==> src/rtl/box_plotter.sv <==
// box_plotter: walks a BOX_W x BOX_H rectangle at (x0, y0) emitting one clipped VGA pixel write per clock.
//   clock, resetn        : clock (rising edge) and asynchronous active-low reset
//   start                : draw request, sampled only while idle
//   x0, y0, fill, border : anchor and colours, latched when the request is accepted
//   erase                : latched on accept; forces every pixel to colour 0
//   busy, done           : high while drawing / one-cycle pulse after the last pixel
//   x, y, colour, plot   : pixel write to the VGA adapter, all zero when plot is low
module box_plotter #(
    parameter int SCREEN_W = 160,
    parameter int SCREEN_H = 120,
    parameter int BOX_W    = 16,
    parameter int BOX_H    = 16
) (
    input  logic       clock,
    input  logic       resetn,
    input  logic       start,
    input  logic [7:0] x0,
    input  logic [6:0] y0,
    input  logic [2:0] fill,
    input  logic [2:0] border,
    input  logic       erase,
    output logic       busy,
    output logic       done,
    output logic [7:0] x,
    output logic [6:0] y,
    output logic [2:0] colour,
    output logic       plot
);
    localparam int DXW = $clog2(BOX_W);
    localparam int DYW = $clog2(BOX_H);
    localparam logic [DXW-1:0] DX_LAST = DXW'(BOX_W - 1);
    localparam logic [DYW-1:0] DY_LAST = DYW'(BOX_H - 1);
    localparam logic [8:0] SW = 9'(SCREEN_W);
    localparam logic [7:0] SH = 8'(SCREEN_H);

    typedef enum logic [1:0] {IDLE, DRAW, DONE} state_t;

    state_t         state_q;
    logic [DXW-1:0] dx_q;
    logic [DYW-1:0] dy_q;
    logic [7:0]     x0_q;
    logic [6:0]     y0_q;
    logic [2:0]     fill_q;
    logic [2:0]     border_q;
    logic           erase_q;
    logic           busy_q;
    logic           done_q;

    always_ff @(posedge clock or negedge resetn) begin
        if (!resetn) begin
            state_q  <= IDLE;
            dx_q     <= '0;
            dy_q     <= '0;
            x0_q     <= '0;
            y0_q     <= '0;
            fill_q   <= '0;
            border_q <= '0;
            erase_q  <= 1'b0;
            busy_q   <= 1'b0;
            done_q   <= 1'b0;
        end else begin
            case (state_q)
                IDLE: if (start) begin
                    x0_q     <= x0;
                    y0_q     <= y0;
                    fill_q   <= fill;
                    border_q <= border;
                    erase_q  <= erase;
                    dx_q     <= '0;
                    dy_q     <= '0;
                    busy_q   <= 1'b1;
                    state_q  <= DRAW;
                end
                DRAW: if (dx_q == DX_LAST) begin
                    dx_q <= '0;
                    dy_q <= dy_q + 1'b1;
                    if (dy_q == DY_LAST) begin
                        dy_q    <= '0;
                        busy_q  <= 1'b0;
                        done_q  <= 1'b1;
                        state_q <= DONE;
                    end
                end else begin
                    dx_q <= dx_q + 1'b1;
                end
                DONE: begin
                    done_q  <= 1'b0;
                    state_q <= IDLE;
                end
                default: state_q <= IDLE;
            endcase
        end
    end

    // Pixel address is widened so anchors near the edge clip instead of wrapping.
    logic [8:0] px;
    logic [7:0] py;
    logic       on_edge;

    always_comb begin
        px      = {1'b0, x0_q} + 9'(dx_q);
        py      = {1'b0, y0_q} + 8'(dy_q);
        on_edge = dx_q == '0 || dx_q == DX_LAST || dy_q == '0 || dy_q == DY_LAST;
        plot    = busy_q && px < SW && py < SH;
        x       = plot ? px[7:0] : 8'd0;
        y       = plot ? py[6:0] : 7'd0;
        colour  = !plot || erase_q ? 3'd0 : on_edge ? border_q : fill_q;
    end

    assign busy = busy_q;
    assign done = done_q;
endmodule

==> config.mk <==
export PLATFORM = sky130hd
export DESIGN_NAME = box_plotter
export DESIGN_NICKNAME = d
export VERILOG_FILES = /design/src/rtl/box_plotter.sv
export SDC_FILE = /design/constraint.sdc
export NUM_CORES = 1
export LEC_CHECK = 0
export BUFFER_PORTS_ARGS = -buffer_cell sky130_fd_sc_hd__buf_2
export CORE_AREA = 2 2 65 67
export CTS_BUF_LIST = sky130_fd_sc_hd__clkbuf_4 sky130_fd_sc_hd__clkbuf_8 sky130_fd_sc_hd__clkbuf_16
export DETAILED_ROUTE_END_ITERATION = 8
export DIE_AREA = 0 0 67 69
export HOLD_SLACK_MARGIN = 0.1
export PLACE_DENSITY = 0.83
export SYNTH_ARGS = -nofsm -noshare
export SYNTH_HDL_FRONTEND = slang
export SYNTH_SLANG_ARGS = --single-unit
==> constraint.sdc <==
create_clock -name clock -period 7.3 [get_ports clock]
set_input_delay 2.19 -clock clock [delete_from_list [all_inputs] [get_ports clock]]
set_output_delay 2.19 -clock clock [all_outputs]
set_load 0.01 [all_outputs]
==> impl_metrics.ini <==
[synth]
seq_area_frac_synth = 0.381
synth_nets = 300
synth_edf_count = 0
synth.avg_cell_area_um2 = 8.55
syn_inst = 261
yosysWarnings = 0
ys_ff_latch = 34
synthArstFlopShare = 1.00
syn_area_um2 = 2230
ys.flop_type = dfrtp_1
synth_cell_types = 45

[layout]
syn_to_final_growth_pct = 14.5
finish.utilization = 0.652
drive_gt1_frac = 0.217
layout_common_cells = 79 x nand2_1, 45 x buf_2, 34 x dfrtp_1
mostFrequentLayoutCell = nand2_1
diodes = 0
finalNetCount = 343

[routing]
post_drt_wl_per_cell_um = 14.3
vias = 1945
ant_nets = 0
drtIter0Drc = 91
vias_per_cell = 5.49
wirelength_mm = 5.07
drc = 0
drtPass1Iterations = 4

[floorplanning]
coreArea_um2 = 3910
die_y_um = 69
initial_utilization = 0.570
pin_count = 46
dieArea_um2 = 4620
chipWidth_um = 67
rows = 23

[placed_design]
io_buffers = 45
dpl.hpwl_mm = 3.69
place_congestion = 0.956

[timing]
rsz0062_at_grt = false
period_minus_slack_ps = 5120
worstMarginPinSlew_ps = 959
skew_ps = 6.32
setup_violations = 0
slew_violations = 0
slew_headroom = 0.361
fin_crit_sh = 0.701
hold_violations = 0
setup_tns_ps = 0
fmax_ghz = 0.195

[clock_tree]
cts_sinks = 34
clk_pin_slew_ps = 70
cts_resized = 0
clockRootBuffer = clkbuf_8
cts_buffer_depth = 2
clock_latency_ps = 290
cts_setup_buffers = 0
cts_buffers = 5
ctsHtreeMaxLevel = 2
cts_hold_buf = 0
cts_tree = yes

[worst_setup_path]
rrSetupSlack_ps = 5360
crit_path_start_kind = register
endpoint_kind = output pin
cp.required_ps = 5110
cp_max_fo = 18
r2r_start = state_q[0]$_DFFE_PN0P_
criticalPathCategory = register to output pin
rr_worst_depth = 5
cp.arrival_ps = 2930
r2r-end = dy_q[2]$_DFFE_PN0P_

[run]
cap_viol_max_count = 0

[min_path]
hold_end = y0_q[3]$_DFFE_PN0P_
min_from = y0_q[3]$_DFFE_PN0P_
hold_depth = 2
min_path_type = register to register

[global_route]
grt_pass1_vias = 1882
grt_max_degree = 35
grt.overflow.total = 0
grtUsageTotal = 0.237
grt_pass1_wl_mm = 8.44
grt_antenna_before_repair = 0

[outcome]
outcome = finished clean

[pwr]
pwr_density_cell_nw_per_um2 = 358
power_leakage_nw = 1.30
max-vdd-ir-drop_v = 0.000183
## cells in the mapped netlist (all sizes together) (3+ instances only)
cell    instances  area [um2]
o31ai           3        22.5
xnor2           7        61.3
a21oi           9        45.0
ha             12         150
mux2i           3        30.0
nor2           13        51.3
clkbuf          4        15.0
nand3           9        45.0
nor4            3        18.8
xor2            3        26.3
a211oi          3        27.5
nor3b           3        22.5
dfrtp          34         851
nor3           12         105
buf             5        28.8
nand2b          6        37.5
inv            10        37.5
a21o            4        30.0
nand2          79         297
and3            3        18.8
o21ai          12        60.1
## cells by family (layout without fill, tap and decap cells)
group | after synthesis | count (layout) | synth area share
and+or+nand+nor | 138 | 138 | 0.307
xor gates and xnor gates | 10 | 10 | 0.0393
buffers and inverters | 19 | 62 | 0.0365
DFF | 34 | 34 | 0.381
adders and majority gates | 14 | 14 | 0.0852
muxes | 4 | 4 | 0.0185
AOI/OAI and AO/OA | 42 | 42 | 0.132
## critical path: stages, from the launching register on
cell and delay, ps:
dfrtp_1 460, ha_1 230, inv_1 70, fa_1 390
nand2b_1 190, a21oi_1 230, or4_1 180, nand4_4 310
nor4_1 380, buf_2 190
## state kept, by name (all words and copies together) (netlist names)
signal	flops
border_q	3
busy	1
done	1
dx_q	4
dy_q	4
erase_q	1
fill_q	3
state_q	2
x0_q	8
y0_q	7
## stage by stage
step,power [mW],hold slack (ps),setup slack (ps),cell area [um2],std cells
after detailed placement,0.783,467,2520,2470,347
after global routing,0.990,510,2030,2550,354
after global placement,0.765,460,2610,2470,347
after CTS,0.919,484,2200,2550,354
after floorplan,0.640,445,2930,2230,261
final,0.914,479,2180,2550,354
## per-layer routing
metal | vias to the layer above | share of wire | track usage
li1 | 981 | - | -
met2 | 50 | 0.50 | 0.392
met4 | 0 | 0.013 | 0.0680
met5 | - | 0 | 0
met1 | 907 | 0.45 | 0.312
met3 | 7 | 0.045 | 0.0440
## final cells by class
| cell class | count | area (um2) |
|---|---|---|
| Clock buffer | 5 | 68.8 |
| Timing Repair Buffer | 45 | 225 |
| Sequential cell | 34 | 851 |
| Multi-Input combinational cell | 208 | 1300 |
| Tap cell | 50 | 62.6 |
| Fill cell | 354 | 1360 |
| Inverter | 10 | 37.5 |
| Clock inverter | 2 | 10.0 |
## power breakdown
| part | internal, mW | switching, mW |
|---|---|---|
| sequential | 0.244 | 0.0660 |
| combinational | 0.206 | 0.266 |
| clock | 0.0639 | 0.0674 |
## worst max-delay path by stage
stage,start,slack [ps],to,cells after the start
after global routing,dx_q[0]$_DFFE_PN0P_,2030,y[3],9
final,dx_q[0]$_DFFE_PN0P_,2180,colour[1],9
after global placement,dx_q[0]$_DFFE_PN0P_,2610,y[3],9
after detailed placement,dx_q[0]$_DFFE_PN0P_,2520,y[3],9
after floorplan,dx_q[0]$_DFFE_PN0P_,2930,plot,9
after CTS,dx_q[0]$_DFFE_PN0P_,2200,y[3],9
No activity file was read; power rests on OpenSTA's default activity.
